==> src/rtl/fifo_pkg.sv <==
// fifo_pkg: shared defaults and pointer sizing for the stream FIFO family.
package fifo_pkg;

    localparam int DEF_DEPTH = 16;
    localparam int DEF_WIDTH = 16;

    // Pointers carry one extra wrap bit so full and empty stay distinguishable.
    function automatic int ptr_width(input int depth);
        return $clog2(depth) + 1;
    endfunction

endpackage

==> src/rtl/fifo_mem.sv <==
// fifo_mem: simple dual-port array, synchronous write and asynchronous read.
module fifo_mem #(
    parameter int DEPTH = fifo_pkg::DEF_DEPTH,
    parameter int WIDTH = fifo_pkg::DEF_WIDTH
) (
    input  logic                     clk,
    input  logic                     we,
    input  logic [$clog2(DEPTH)-1:0] waddr,
    input  logic [WIDTH-1:0]         wdata,
    input  logic [$clog2(DEPTH)-1:0] raddr,
    output logic [WIDTH-1:0]         rdata
);

    logic [WIDTH-1:0] mem [DEPTH];

    always_ff @(posedge clk)
        if (we) mem[waddr] <= wdata;

    assign rdata = mem[raddr];

endmodule

==> src/rtl/fifo_stream.sv <==
// fifo_stream: first-word-fall-through valid/ready FIFO with occupancy count,
// almost flags, synchronous flush and a sticky overflow flag.
module fifo_stream
    import fifo_pkg::*;
#(
    parameter int DEPTH    = DEF_DEPTH,
    parameter int WIDTH    = DEF_WIDTH,
    parameter int AF_LEVEL = DEPTH - 2,
    parameter int AE_LEVEL = 1
) (
    input  logic                     clk,
    input  logic                     rst,
    input  logic                     flush,
    input  logic                     in_valid,
    input  logic [WIDTH-1:0]         in_data,
    output logic                     in_ready,
    output logic                     out_valid,
    output logic [WIDTH-1:0]         out_data,
    input  logic                     out_ready,
    output logic [$clog2(DEPTH):0]   count,
    output logic                     almost_full,
    output logic                     almost_empty,
    output logic                     overflow
);

    localparam int PW = ptr_width(DEPTH);
    localparam int AW = PW - 1;
    localparam logic [PW-1:0] AF = PW'(AF_LEVEL);
    localparam logic [PW-1:0] AE = PW'(AE_LEVEL);
    localparam logic [PW-1:0] WRAP = {1'b1, {AW{1'b0}}};

    if (DEPTH < 2 || (DEPTH & (DEPTH - 1)) != 0 || AF_LEVEL < 1 || AF_LEVEL > DEPTH ||
        AE_LEVEL < 0 || AE_LEVEL > DEPTH - 1) begin : g_bad_params
        $error("fifo_stream: DEPTH must be a power of two >= 2 and levels in range");
    end

    logic [PW-1:0] wr_ptr;
    logic [PW-1:0] rd_ptr;
    logic          empty;
    logic          full;
    logic          push;
    logic          pop;

    assign empty        = wr_ptr == rd_ptr;
    assign full         = (wr_ptr ^ rd_ptr) == WRAP;
    assign in_ready     = !full;
    assign out_valid    = !empty;
    assign push         = in_valid && in_ready;
    assign pop          = out_valid && out_ready;
    assign almost_full  = count >= AF;
    assign almost_empty = count <= AE;

    always_ff @(posedge clk or posedge rst)
        if (rst) begin
            wr_ptr   <= '0;
            rd_ptr   <= '0;
            count    <= '0;
            overflow <= 1'b0;
        end else if (flush) begin
            wr_ptr   <= '0;
            rd_ptr   <= '0;
            count    <= '0;
            overflow <= 1'b0;
        end else begin
            if (push) wr_ptr <= wr_ptr + PW'(1);
            if (pop) rd_ptr <= rd_ptr + PW'(1);
            count    <= push && !pop ? count + PW'(1) : pop && !push ? count - PW'(1) : count;
            overflow <= overflow || (in_valid && !in_ready);
        end

    // A flushed push must not land in memory, or it would reappear after a later wrap.
    fifo_mem #(.DEPTH(DEPTH), .WIDTH(WIDTH)) u_mem (
        .clk   (clk),
        .we    (push && !flush),
        .waddr (wr_ptr[AW-1:0]),
        .wdata (in_data),
        .raddr (rd_ptr[AW-1:0]),
        .rdata (out_data)
    );

    a_count_tracks_ptrs: assert property (@(posedge clk) disable iff (rst) count == wr_ptr - rd_ptr);
    a_count_bounded: assert property (@(posedge clk) disable iff (rst) count <= PW'(DEPTH));

endmodule

==> config.mk <==
export PLATFORM = sky130hd
export DESIGN_NAME = fifo_stream
export DESIGN_NICKNAME = d
export VERILOG_FILES = /design/src/rtl/fifo_pkg.sv /design/src/rtl/fifo_mem.sv /design/src/rtl/fifo_stream.sv
export SDC_FILE = /design/constraint.sdc
export NUM_CORES = 1
export LEC_CHECK = 0
export CORE_ASPECT_RATIO = 1.2
export CORE_MARGIN = 2
export CORE_UTILIZATION = 44
export CTS_CLUSTER_SIZE = 12
export DETAILED_ROUTE_END_ITERATION = 16
export PLACE_DENSITY = 0.7
export SLEW_MARGIN = 20
export SYNTH_ARGS = -nofsm -noshare
export SYNTH_HDL_FRONTEND = slang
export SYNTH_SLANG_ARGS = --single-unit
export TNS_END_PERCENT = 5
==> constraint.sdc <==
create_clock -name clk -period 7.3 [get_ports clk]
set_input_delay 1.46 -clock clk [delete_from_list [all_inputs] [get_ports clk]]
set_output_delay 1.46 -clock clk [all_outputs]
set_load 0.01 [all_outputs]
After elaboration in Yosys (flattened, before gate mapping)
Memory sizes are Yosys's and may differ from the RTL's.
Index checks and enable logic that the tools add are counted.
{"block": "word_totals", "register_bits": 16, "ram_bits": 256, "out_inout_bits": 26, "wordCells": 39, "memories": 1}
{"name": "u_mem.mem", "words": 16, "word_bits": 16, "rd": 1, "rd_ports_with_merged_regs": 0, "write_ports": 1, "line_no": "fifo_mem.sv:14", "text": "logic [WIDTH-1:0] mem [DEPTH];"}
{"block": "op_classes", "addsub": 4, "magnitude_cmp": 2, "n_eq_ne": 2, "mux": 10, "n_bitwise": 1, "reduce_logical": 15}
{"operator": "two-way mux 5 bit", "n": 7}
{"operator": "adder 5 x 1 -> 5 bit, second input constant", "n": 3}
{"operator": "logical AND 1 bit", "n": 6}
{"operator": "== test 5 bit", "n": 1}
{"operator": "== test 5 bit, second input constant", "n": 1}
{"operator": ">= comparator 5 x 4 -> 1 bit, second input constant", "n": 1}
{"operator": "less-or-equal comparator 5 x 1 -> 1 bit, second input constant", "n": 1}
{"operator": "zero test 1 bit", "n": 5}
{"operator": "subtractor 5 x 1 -> 5 bit, second input constant", "n": 1}
{"operator": "XOR 5 bit", "n": 1}
{"operator": "nonzero test 2 bit", "n": 2}
{"operator": "two-way mux 1 bit", "n": 3}
{"operator": "nonzero test 3 bit", "n": 1}
{"operator": "logical OR 1 bit", "n": 1}

Longest topological paths before layout
{"block": "logic_depth", "word_depth": 9, "mapped_depth": 7}

By module
Synthesis repeated with hierarchy kept, for this count alone.
{"block": "hier_totals", "cells_unflattened": 529, "hier_area_um2": 10821.6}
{"module": "fifo_mem", "n_inst": 1, "cells_each": 416, "area_per_inst_um2": 9723.1}
{"module": "fifo_stream", "n_inst": 1, "cells_each": 113, "area_per_inst_um2": 1098.6}

Least setup slack after synthesis
OpenSTA, ideal clock, no wires.
{"block": "synth_timing", "path_type": "input-to-reg", "startpoint": "input port in_valid", "endpoint": "memory u_mem.mem[0][0] (netlist name), enable pin", "arrival_time_ns": 3.471, "slack_ns": 3.399, "cell_stages": 3, "cell_sequence": "clkbuf_1 o21ai_2 nor4_1"}
{"block": "synth_between", "elab_chain_cells": 4}
{"element": "from (decl)", "line_no": "fifo_stream.sv:14", "text": "input logic in_valid,"}
{"element": "logical AND 1 bit", "line_no": "fifo_stream.sv:48", "text": "assign push = in_valid && in_ready;"}
{"element": "logical AND 1 bit", "line_no": "fifo_stream.sv:74", "text": ".we (push && !flush),"}
{"element": "two-way mux 1 bit", "line_no": "fifo_mem.sv:17", "text": "if (we) mem[waddr] <= wdata;"}
{"element": "two-way mux 1 bit (implied by the code)", "line_no": "fifo_mem.sv:17"}
{"element": "to (decl)", "line_no": "fifo_mem.sv:14"}
No other way between the ends.

Worst setup path after layout
{"block": "layout_timing", "startpoint": "register rd_ptr[2]", "endpoint": "output port in_ready"}
{"block": "layout_between", "elab_chain_cells": 3}
{"element": "from (decl)", "line_no": "fifo_stream.sv:38", "text": "logic [PW-1:0] rd_ptr;"}
{"element": "from (signal assigned)", "line_no": "fifo_stream.sv:66", "text": "if (pop) rd_ptr <= rd_ptr + PW'(1);"}
{"element": "XOR 5 bit", "line_no": "fifo_stream.sv:45", "text": "assign full = (wr_ptr ^ rd_ptr) == WRAP;"}
{"element": "== test 5 bit", "line_no": "fifo_stream.sv:45"}
{"element": "zero test 1 bit", "line_no": "fifo_stream.sv:46", "text": "assign in_ready = !full;"}
{"element": "to (decl)", "line_no": "fifo_stream.sv:16", "text": "output logic in_ready,"}
No other way between the ends.

==> impl_metrics.json <==
{
  "antenna_found_initial": 0,
  "floorplan.die.width_microns": 148,
  "grt_max_degree": 53,
  "start_kind": "flop",
  "layout.nets": 660,
  "stdcell_count": 960,
  "synth_warnings": 0,
  "start_util_pct": 44.6,
  "routed_wl_microns": 22500,
  "synth_cells": 567,
  "cts_tree": "done",
  "synth-edff-count": 256,
  "post_cts_buffers": 0,
  "muxShareOfSynthArea_pct": 15.3,
  "synth_simple_gate_area_share_pct": 4.03,
  "synth_fa_ha_area_share_pct": 1.02,
  "cts_buffer_depth": 3,
  "grt_pass1_vias": 5794,
  "placed_cell_area_sq_um": 12000,
  "ant_nets": 0,
  "portBuffers": 46,
  "synth_compound_area_share_pct": 3.44,
  "hold_path.class": "flop to flop",
  "final_cell_mix": "256 x edfxtp_1, 64 x mux4_2, 46 x clkdlybuf4s50_1, 27 x clkbuf_16, 23 x mux2i_1",
  "synth-xor-area-share_pct": 1.27,
  "critical_path.max_fanout": 29,
  "fill_cells": 1907,
  "syn_area_sq_um": 11000,
  "num_rows": 63,
  "clkTransAtPathRegs_ns": 0.06,
  "io_pins": 47,
  "die_y_microns": 177,
  "layout-drive-gt1-share_pct": 22.0,
  "ys.flop_type": "edfxtp_1",
  "hold_viol_final": 0,
  "power_density_nw_per_um2": 275,
  "final_common_cell": "edfxtp_1",
  "skew_ns": 0.00696,
  "grt_use_total_pct": 17.4,
  "finalWeightedCongestion": 0.766,
  "cp.depth": 5,
  "dp.cells": 925,
  "p_leak_nw": 4.00,
  "dp_hpwl_microns": 12900,
  "yosysSeqAreaShare_pct": 73.4,
  "crit_family": "buffers and inverters",
  "endpoint_kind": "primary output",
  "dr.pass1.iters": 4,
  "status": "finished, final reports clean",
  "vdd_ir_drop_max_mv": 0.158,
  "async_flop_share_pct": 5.88,
  "fin_crit_sh_pct": 66.1,
  "worstHoldPathCells": 2,
  "rsz0062_at_grt": "false",
  "hold_buffers": 0,
  "synth_top_family_by_area": "multiplexers",
  "drc": 0,
  "max_stage_delay_ns": 0.81,
  "grt-ovfl-total": 0,
  "total_power_mw": 3.49,
  "cts.htree.levels": 1,
  "finalSetupTns_ns": 0,
  "worstPathCellList": "buf_4 -> xnor2_1 -> and4_1 -> nand2_1 -> clkdlybuf4s50_1",
  "drt_iter0_drc": 422,
  "critPathKind": "flop to primary output",
  "via_per_inst": 5.70,
  "worst_pin_slew_ns": 0.772,
  "yosysUniqueCellTypes": 41,
  "max-cap-violations": 0,
  "period_minus_slack_ns": 4.83,
  "crit_path_top_delay_cell": "dfrtp_2",
  "cts_root_buf": "clkbuf_16",
  "critPathArrivalTime_ns": 3.37,
  "grt_pass1_wl_microns": 34500,
  "synth_area_per_cell_sq_um": 19.4,
  "cp.required_ns": 5.84,
  "core_sq_um": 24700,
  "setup_viol": 0,
  "final_area_sq_um": 12700,
  "die_area_sq_um": 26300,
  "syn_nets": 597,
  "final_max_slew_viol_count": 0,
  "clock-sinks": 272,
  "cts_resized": 0,
  "wl_per_cell_microns": 23.4,
  "max-slew-margin-rel_pct": 48.4,
  "via_count": 5469,
  "cts_made_buffers": 27,
  "synth_seq_cells": 272,
  "clkLatencyLatePin_ns": 0.52,
  "critPathBufInv": 2,
  "diodes": 0,
  "area_growth_pct": 15.4,
  "timing.fmax_mhz": 207,
  "ff2ff_path_depth": 7
}
worst register-to-register path, stage by stage (launching register included):
cell and delay, ns:
dfrtp_2 0.81, buf_4 0.58, xnor2_1 0.22, nand4_1 0.34, o21ai_2 0.22, or3b_2 0.60, nor2_2 0.43, buf_4 0.33
area by class of cell:
type,instances,area (sq um),share of cell area [%]
Sequential cell,272,8090,63.7
Multi-Input combinational cell,255,2810,22.1
Inverter,6,22.5,0.177
Clock buffer,28,679,5.34
Tap cell,325,407,3.20
Timing Repair Buffer,68,646,5.08
Clock inverter,6,50.0,0.394
flip-flops by register name (all words and copies together) (netlist names):
signal     cells
u_mem.mem    256
wr_ptr         5
count          5
rd_ptr         5
overflow       1
cell families (layout without fill, tap and decap cells):
logic type                 Yosys count  after routing
DFF                                272            272
muxes                               88             88
and+or+nand+nor                     85             85
AOI/OAI and AO/OA                   57             57
buffers and inverters               40            108
xor gates and xnor gates            16             16
adders and majority gates            9              9
cell usage after synthesis (2+ instances only):
master	number	area share, %
a211oi_1	16	1.1
mux2i_1	23	2.1
or3b_2	2	0.16
a31oi_1	4	0.23
dfrtp_1	16	3.6
xnor2_1	7	0.56
nor3_1	4	0.18
nand2b_1	6	0.34
a21oi_1	20	0.91
nand2_1	8	0.27
nand4_1	2	0.11
mux4_2	64	13
xor2_1	9	0.72
nor2_1	28	0.95
inv_1	6	0.20
buf_2	11	0.50
and3_1	4	0.23
clkbuf_1	20	0.68
ha_1	9	1.0
o21ai_0	3	0.14
o211a_1	2	0.18
nor4_1	5	0.28
edfxtp_1	256	70
o211ai_1	6	0.41
buf_1	2	0.068
nand3_1	3	0.14
nor2b_1	17	0.97
stage by stage:
stage	util, %	hold slack (ns)	setup slack (ns)
floorplan	-	0.529	3.40
global placement	48.5	0.488	2.63
detailed placement	48.5	0.500	2.62
CTS	51.4	0.512	2.04
global route	51.5	0.516	2.29
finish	51.5	0.511	2.47
final timing paths:
kind	from	slack [ns]	to
min reg2reg	overflow	0.51	overflow
min in group asynchronous	rst	1.33	wr_ptr[4]
max	rd_ptr[2]	2.47	in_ready
min	overflow	0.51	overflow
max in group asynchronous	rst	5.48	rd_ptr[0]
max reg2reg	rd_ptr[2]	3.45	u_mem.mem[8][14]
power breakdown:
part	internal [mW]	switching, mW	leakage (nW)
Clock	0.688	0.516	0.358
Sequential	1.73	0.0459	2.52
Combinational	0.278	0.237	1.12
Total	2.70	0.799	4.00
per-layer routing:
metal  vias to the layer above  GRT usage (%)  wire [microns]
li1                       2409              -               -
met1                      2846           23.5            9190
met2                       171           29.3           11400
met3                        43           2.54            1310
met4                         0           5.71             636
met5                         -              0               0
No activity file was read; power rests on OpenSTA's default activity.
